==> src/rtl/veresk_req_ctrl_pkg.sv <==
// Shared definitions for the veresk request controller.
//   - completion/error codes reported to the host
//   - status codes driven by the RS-485 PHY master
//   - FSM state encodings
package veresk_req_ctrl_pkg;

  typedef logic [2:0] err_code_t;

  localparam err_code_t VR_ERR_OK           = 3'd0;
  localparam err_code_t VR_ERR_PARITY       = 3'd1;
  localparam err_code_t VR_ERR_TIMEOUT      = 3'd2;
  localparam err_code_t VR_ERR_ADR_MISMATCH = 3'd3;
  localparam err_code_t VR_ERR_CMD_MISMATCH = 3'd4;
  localparam err_code_t VR_ERR_OVERFLOW     = 3'd5;

  localparam logic [2:0] CI_STATUS_NONE   = 3'd0;
  localparam logic [2:0] CI_STATUS_RX_ERR = 3'd2;

  localparam logic [2:0] S_IDLE     = 3'd0;
  localparam logic [2:0] S_TX_ADR   = 3'd1;
  localparam logic [2:0] S_TX_CMD   = 3'd2;
  localparam logic [2:0] S_TX_DATA  = 3'd3;
  localparam logic [2:0] S_ACK_WAIT = 3'd4;
  localparam logic [2:0] S_DONE     = 3'd5;

endpackage

==> src/rtl/veresk_buf.sv <==
// Simple dual-port byte register file: synchronous write, registered read.
// Ports:
//   clk    system clock
//   rst    synchronous active-high reset (clears only the read register)
//   wr     write strobe
//   wadr   write address
//   wdata  write data
//   radr   read address
//   rdata  read data, one cycle after radr
module veresk_buf #(
  parameter int AW = 4
) (
  input  logic          clk,
  input  logic          rst,
  input  logic          wr,
  input  logic [AW-1:0] wadr,
  input  logic [7:0]    wdata,
  input  logic [AW-1:0] radr,
  output logic [7:0]    rdata
);

  logic [7:0] mem [2**AW];

  always_ff @(posedge clk) begin
    if (wr) mem[wadr] <= wdata;
  end

  always_ff @(posedge clk) begin
    if (rst) rdata <= 8'h00;
    else     rdata <= mem[radr];
  end

endmodule

==> src/rtl/veresk_req_ctrl.sv <==
// Transaction controller sitting on the byte-stream side of the RS-485
// Manchester PHY master. Sends {ADR, CMD, payload} to the master, collects
// the reply, checks the ADR/CMD echo, stores the reply payload and reports
// one completion code per transaction.
// Ports:
//   p_in_clk / p_in_rst           clock, synchronous active-high reset
//   p_in_txbuf_*                  host write port of the TX payload buffer
//   p_in_req_*                    start pulse and request header/length
//   p_out_busy/done/err/rxlen     transaction status to the host
//   p_in_rxbuf_adr/p_out_rxbuf_d  host read port of the RX payload buffer
//   p_out_txd_rdy/p_out_txd       byte offered to the master
//   p_in_txd_rd                   master consumed the offered byte
//   p_in_rxd/p_in_rxd_wr          reply byte from the master
//   p_in_status                   master reply status
//
// state      | meaning
// S_IDLE     | waiting for start
// S_TX_ADR   | device address offered to master
// S_TX_CMD   | command byte offered to master
// S_TX_DATA  | payload bytes offered to master
// S_ACK_WAIT | request sent, collecting reply until status or timeout
// S_DONE     | one-cycle done pulse, a new start is already accepted here
module veresk_req_ctrl
  import veresk_req_ctrl_pkg::*;
#(
  parameter int G_BUF_AW  = 4,
  parameter int G_TMO_CNT = 65536
) (
  input  logic                p_in_clk,
  input  logic                p_in_rst,
  input  logic                p_in_txbuf_wr,
  input  logic [G_BUF_AW-1:0] p_in_txbuf_adr,
  input  logic [7:0]          p_in_txbuf_d,
  input  logic                p_in_req_start,
  input  logic [7:0]          p_in_req_adr,
  input  logic [7:0]          p_in_req_cmd,
  input  logic [G_BUF_AW:0]   p_in_req_len,
  output logic                p_out_busy,
  output logic                p_out_done,
  output logic [2:0]          p_out_err,
  output logic [G_BUF_AW:0]   p_out_rxlen,
  input  logic [G_BUF_AW-1:0] p_in_rxbuf_adr,
  output logic [7:0]          p_out_rxbuf_d,
  output logic                p_out_txd_rdy,
  output logic [7:0]          p_out_txd,
  input  logic                p_in_txd_rd,
  input  logic [7:0]          p_in_rxd,
  input  logic                p_in_rxd_wr,
  input  logic [2:0]          p_in_status
);

  localparam int AW    = G_BUF_AW;
  localparam int TMO_W = (G_TMO_CNT > 1) ? $clog2(G_TMO_CNT) : 1;

  localparam logic [AW:0]      BUF_DEPTH = {1'b1, {AW{1'b0}}};
  localparam logic [TMO_W-1:0] TMO_LAST  = TMO_W'(G_TMO_CNT - 1);

  logic [2:0]       state;
  logic [7:0]       req_adr;
  logic [7:0]       req_cmd;
  logic [AW:0]      req_len;
  logic [AW:0]      tx_idx;
  logic [AW-1:0]    tx_ptr;
  logic [AW-1:0]    tx_ptr_nxt;
  logic [7:0]       tx_rdata;
  logic [1:0]       rx_cnt;
  logic [TMO_W-1:0] tmo_cnt;

  logic      start_ok;
  logic      rx_act;
  logic      rx_store;
  err_code_t rx_code;
  err_code_t err_after_rx;
  err_code_t err_nxt;
  logic      ack_end;
  logic [AW:0] len_clamped;

  assign start_ok    = p_in_req_start && ((state == S_IDLE) || (state == S_DONE));
  assign len_clamped = (p_in_req_len > BUF_DEPTH) ? BUF_DEPTH : p_in_req_len;

  // Reply bytes: rx_cnt saturates at 2, everything from the third byte on is payload.
  assign rx_act   = (state == S_ACK_WAIT) && p_in_rxd_wr;
  assign rx_store = rx_act && (rx_cnt == 2'd2) && (p_out_rxlen != BUF_DEPTH);

  always_comb begin
    rx_code = VR_ERR_OK;
    if (rx_act) begin
      if (rx_cnt == 2'd0) begin
        if (p_in_rxd != req_adr) rx_code = VR_ERR_ADR_MISMATCH;
      end else if (rx_cnt == 2'd1) begin
        if (p_in_rxd != req_cmd) rx_code = VR_ERR_CMD_MISMATCH;
      end else if (p_out_rxlen == BUF_DEPTH) begin
        rx_code = VR_ERR_OVERFLOW;
      end
    end
  end

  // A byte arriving together with a status is judged before the status.
  assign err_after_rx = (p_out_err == VR_ERR_OK) ? rx_code : p_out_err;
  assign ack_end      = (p_in_status != CI_STATUS_NONE) || (tmo_cnt == TMO_LAST);

  always_comb begin
    err_nxt = err_after_rx;
    if (err_after_rx == VR_ERR_OK) begin
      if (p_in_status == CI_STATUS_RX_ERR)
        err_nxt = VR_ERR_PARITY;
      else if ((p_in_status == CI_STATUS_NONE) && (tmo_cnt == TMO_LAST))
        err_nxt = VR_ERR_TIMEOUT;
    end
  end

  // TX buffer read address runs one step ahead of the offered byte, so the
  // registered read data already holds the next payload byte when txd_rd
  // arrives, even for back-to-back reads.
  always_comb begin
    tx_ptr_nxt = tx_ptr;
    if (start_ok)
      tx_ptr_nxt = '0;
    else if ((state == S_TX_CMD) && p_in_txd_rd)
      tx_ptr_nxt = AW'(1);
    else if ((state == S_TX_DATA) && p_in_txd_rd)
      tx_ptr_nxt = tx_ptr + 1'b1;
  end

  always_ff @(posedge p_in_clk) begin
    if (p_in_rst) tx_ptr <= '0;
    else          tx_ptr <= tx_ptr_nxt;
  end

  always_ff @(posedge p_in_clk) begin
    if (p_in_rst) begin
      state         <= S_IDLE;
      req_adr       <= 8'h00;
      req_cmd       <= 8'h00;
      req_len       <= '0;
      tx_idx        <= '0;
      rx_cnt        <= 2'd0;
      tmo_cnt       <= '0;
      p_out_busy    <= 1'b0;
      p_out_done    <= 1'b0;
      p_out_err     <= VR_ERR_OK;
      p_out_rxlen   <= '0;
      p_out_txd_rdy <= 1'b0;
      p_out_txd     <= 8'h00;
    end else begin
      p_out_done <= 1'b0;
      case (state)
        S_IDLE, S_DONE: begin
          state <= S_IDLE;
          if (start_ok) begin
            req_adr       <= p_in_req_adr;
            req_cmd       <= p_in_req_cmd;
            req_len       <= len_clamped;
            tx_idx        <= '0;
            rx_cnt        <= 2'd0;
            p_out_err     <= VR_ERR_OK;
            p_out_rxlen   <= '0;
            p_out_busy    <= 1'b1;
            p_out_txd     <= p_in_req_adr;
            p_out_txd_rdy <= 1'b1;
            state         <= S_TX_ADR;
          end
        end
        S_TX_ADR: begin
          if (p_in_txd_rd) begin
            p_out_txd <= req_cmd;
            state     <= S_TX_CMD;
          end
        end
        S_TX_CMD: begin
          if (p_in_txd_rd) begin
            if (req_len == '0) begin
              p_out_txd_rdy <= 1'b0;
              tmo_cnt       <= '0;
              state         <= S_ACK_WAIT;
            end else begin
              p_out_txd <= tx_rdata;
              state     <= S_TX_DATA;
            end
          end
        end
        S_TX_DATA: begin
          if (p_in_txd_rd) begin
            tx_idx <= tx_idx + 1'b1;
            if (tx_idx == req_len - 1'b1) begin
              p_out_txd_rdy <= 1'b0;
              tmo_cnt       <= '0;
              state         <= S_ACK_WAIT;
            end else begin
              p_out_txd <= tx_rdata;
            end
          end
        end
        S_ACK_WAIT: begin
          tmo_cnt   <= tmo_cnt + 1'b1;
          p_out_err <= err_nxt;
          if (rx_act && (rx_cnt != 2'd2)) rx_cnt <= rx_cnt + 1'b1;
          if (rx_store) p_out_rxlen <= p_out_rxlen + 1'b1;
          if (ack_end) begin
            p_out_done <= 1'b1;
            p_out_busy <= 1'b0;
            state      <= S_DONE;
          end
        end
        default: state <= S_IDLE;
      endcase
    end
  end

  veresk_buf #(.AW(AW)) u_txbuf (
    .clk   (p_in_clk),
    .rst   (p_in_rst),
    .wr    (p_in_txbuf_wr),
    .wadr  (p_in_txbuf_adr),
    .wdata (p_in_txbuf_d),
    .radr  (tx_ptr_nxt),
    .rdata (tx_rdata)
  );

  veresk_buf #(.AW(AW)) u_rxbuf (
    .clk   (p_in_clk),
    .rst   (p_in_rst),
    .wr    (rx_store),
    .wadr  (p_out_rxlen[AW-1:0]),
    .wdata (p_in_rxd),
    .radr  (p_in_rxbuf_adr),
    .rdata (p_out_rxbuf_d)
  );

endmodule
==> config.mk <==
export PLATFORM = sky130hd
export DESIGN_NAME = veresk_req_ctrl
export DESIGN_NICKNAME = d
export VERILOG_FILES = /design/src/rtl/veresk_req_ctrl_pkg.sv /design/src/rtl/veresk_buf.sv /design/src/rtl/veresk_req_ctrl.sv
export SDC_FILE = /design/constraint.sdc
export NUM_CORES = 1
export LEC_CHECK = 0
export CAP_MARGIN = 10
export CELL_PAD_IN_SITES_DETAIL_PLACEMENT = 0
export CELL_PAD_IN_SITES_GLOBAL_PLACEMENT = 1
export CORE_UTILIZATION = 30
export DETAILED_ROUTE_END_ITERATION = 12
export GPL_TIMING_DRIVEN = 0
export PLACE_DENSITY = 0.49
export SKIP_CTS_REPAIR_TIMING = 1
export SLEW_MARGIN = 20
export SYNTH_ARGS = -nofsm -noshare
export SYNTH_HDL_FRONTEND = slang
export SYNTH_SLANG_ARGS = --single-unit
==> constraint.sdc <==
create_clock -name p_in_clk -period 2.7 [get_ports p_in_clk]
set_input_delay 0.54 -clock p_in_clk [delete_from_list [all_inputs] [get_ports p_in_clk]]
set_output_delay 0.54 -clock p_in_clk [all_outputs]
set_load 0.05 [all_outputs]
==> metrics.txt, run 1 <==
status=complete, but fails checks; failing checks=setup timing; post-synth top area cell=edfxtp_1; Slew Limit Fails=0; RSZ-0062 raised after global routing=yes; Total Nets Final=1141; routed vias=approximately 8300; share of the synthesized area in the top cell type=0.551; fraction of layout cells with a size suffix above 1=0.180; startpoint types=flop; Routed WL=around 38000 um; clock latency on the worst-skew pair=about 0.56 ns; Die Ht=about 220 um; drt drc=0; # fillers=approximately 4400; Synth async-reset ratio=0; PnR worst setup slack=-0.00922 ns; Vias/cell=about 5; critical path type=flop to flop; RePlAce Congestion=roughly 0.80; PwrDens=between 700 and 800 nW/um2; Tmin final=between 2 and 3 ns; Synth Register Bits=roughly 340; Pre-antenna DRT Iters=4; Mean Syn Cell Area=14.8 um2; Final Non-Filler Cells=1703; worst r2r path cells=6; post-synthesis cell count=943; skew final=0.0221 ns; crit path DAT=~2.9 ns; Clk pin slew, worst setup/hold paths=0.06 ns; Slew @ Worst Pin=between 1 and 1.5 ns; relative slew slack=0.318; fmax=between 300 and 400 MHz; Post-DRT Antenna Nets=0; first-pass GRT wire length=roughly 56000 um; Area Overhead vs Synth=23.1%; Mapped Nets=just over 1000; fin crit share=1.00; Post-synth EDFFs=around 260; Max clock buf depth=3; post-DR wirelength/cell=between 20 and 25 um; CTS buffer count=40; Cell Rows=a little under 80; starting density of the core=0.306; final hold violation count=0; DPL Wire Length=~25000 um; Hold Path Cell Cnt=2; H-tree levels=2; TritonCTS clock tree=yes; 1st-iter DRT viols=510; pre-CTS WS=-1.07 ns; Die X=between 200 and 250 um; clock sink total=342; PortBufs=77; warnings from Yosys=0; All-Layer GR Usage=0.161; required time worst endpoint=2.87 ns; pin count of the biggest net entering global routing=19; Max Cap Viol=0; static leakage=about 0.0056 uW; # diodes=0; CP max FO=10; largest cells by area after synthesis=edfxtp_1 (55%), dfxtp_1 (12%), mux4_2 (10%); full die area=47400 um2; Seq/Total Area, Yosys=0.674; core area=45700 um2; GR Overflow Total=0; vias in the first global route=~8300; CTS Root Cell=clkbuf_16; Top Ports=81; Post-Synthesis Cell Area=about 14000 um2; placed insts=1622; Yosys cell types=64; ys flop type=edfxtp_1; HP Class=flop to flop; initial antenna violation count=0; maximum vdd drop=around 470 uV; final setup fails=2; crit end category=flop
## stage by stage
step / total power (uW) / utilization / TNS [ns] / hold WS (ns) / area (um2)
6_report: 12100 / 0.376 / -0.0103 / 0.464 / 17200
4_1_cts: 12200 / 0.365 / -40.45 / 0.469 / 16700
3_3_place_gp: 7280 / 0.339 / -74.45 / 0.457 / 15500
5_1_grt: 12500 / 0.376 / -2.12 / 0.483 / 17200
2_1_floorplan: 6730 / - / -0.166 / 0.445 / 14000
3_5_place_dp: 7280 / 0.340 / -56.38 / 0.462 / 15500
## placed cells by master (no fill, tap or decap), types with 7 or more instances in the layout
master             n
edfxtp_1         256
nand2_1           98
dfxtp_1           86
clkdlybuf4s50_1   75
mux4_2            64
nor2_1            60
a21oi_1           46
clkbuf_16         41
clkbuf_1          35
xor2_1            24
o21ai_0           20
nand3_1           13
buf_4             12
xnor2_1           12
mux2i_1           12
a22oi_1           12
inv_1             11
nor2b_1           11
ha_1              11
nand3b_1          10
nor3_1            10
clkinv_1          10
buf_2              9
nor2_4             9
a21o_1             9
nand4_1            8
and3_1             8
buf_12             7
nor4_1             7
## power breakdown
group          switching, uW  total [uW]  internal (uW)
clock network           2120        4860           2740
logic                    851        1360            506
registers               78.0        5860           5780
total                   3050       12100           9030
## synth_stat cells (5+ instances only)
master    instances
edfxtp_1        256
nand2_1          98
dfxtp_1          86
nor2_1           73
mux4_2           64
a21oi_1          47
clkbuf_1         31
xor2_1           25
o21ai_0          20
nor3_1           19
a22oi_1          17
nand3_1          13
mux2i_1          12
xnor2_1          12
ha_1             11
inv_1            11
nor2b_1          11
buf_2            10
nand3b_1         10
a21o_1            9
and3_1            9
nand4_1           8
o311ai_1          8
a211oi_1          7
nor4_1            7
nand2b_1          6
buf_4             5
## sequential cells by signal (all words and copies together), names as in the netlist
| name | count |
|---|---|
| p_out_done | 1 |
| p_out_txd | 8 |
| req_len | 5 |
| p_out_txd_rdy | 1 |
| tx_ptr | 4 |
| u_rxbuf.rdata | 8 |
| req_adr | 8 |
| state | 3 |
| u_txbuf.mem | 128 |
| tmo_cnt | 16 |
| p_out_rxlen | 5 |
| tx_idx | 5 |
| p_out_err | 3 |
| req_cmd | 8 |
| rx_cnt | 2 |
| u_txbuf.rdata | 8 |
| u_rxbuf.mem | 128 |
| p_out_busy | 1 |
## path summary, 6_finish.rpt
path,from,endpoint,slack (ns)
worst max-delay path,state[0]$_SDFFE_PP0P_,u_rxbuf.mem[6][6]$_DFFE_PP_,-0.009
worst min-delay path,req_adr[2]$_SDFFE_PP0P_,req_adr[2]$_SDFFE_PP0P_,0.46
worst max register to register,state[0]$_SDFFE_PP0P_,u_rxbuf.mem[6][6]$_DFFE_PP_,-0.009
worst min register to register,req_adr[2]$_SDFFE_PP0P_,req_adr[2]$_SDFFE_PP0P_,0.46
## routing by layer
metal	GRT usage	wire length (um)	up-vias
met4	0.0528	672	0
met1	0.227	17700	4216
li1	-	-	3892
met2	0.254	17800	158
met5	0	0	-
met3	0.0243	1380	47
## layout make-up
| type | instances | area [um2] | area share |
|---|---|---|---|
| well taps | 600 | 751 | 0.0437 |
| multi-input cells | 540 | 4580 | 0.267 |
| plain buffers | 47 | 250 | 0.0146 |
| clock buffers | 51 | 1050 | 0.0613 |
| repair buffers | 93 | 988 | 0.0575 |
| flip-flops and latches | 342 | 9410 | 0.548 |
| clock inverters | 18 | 92.6 | 0.00539 |
| inverters | 12 | 48.8 | 0.00284 |
## logic make-up after synthesis
kind of cell	share of synthesized area
buf+inv	0.0192
simple gates	0.0971
xor+xnor	0.0232
compound gates	0.0647
fa+ha+maj	0.00986
mux	0.112
flops	0.674
## critical path: stages (launching register included)
cell and delay (ns):
dfxtp_1 0.37, buf_2 0.24, nor3b_4 0.45, and4b_1 0.27, buf_2 0.21, nand2_1 0.22, nor2_2 0.56
Note: power is estimated with default switching activity, not from simulation.
==> run 2: changes to the inputs <==
- CAP_MARGIN: 10 -> not set
- CTS_CLUSTER_SIZE: not set -> 25
==> results of run 2 <==
Same layout as run 1: the final DEF is identical, and so are final timing and power.
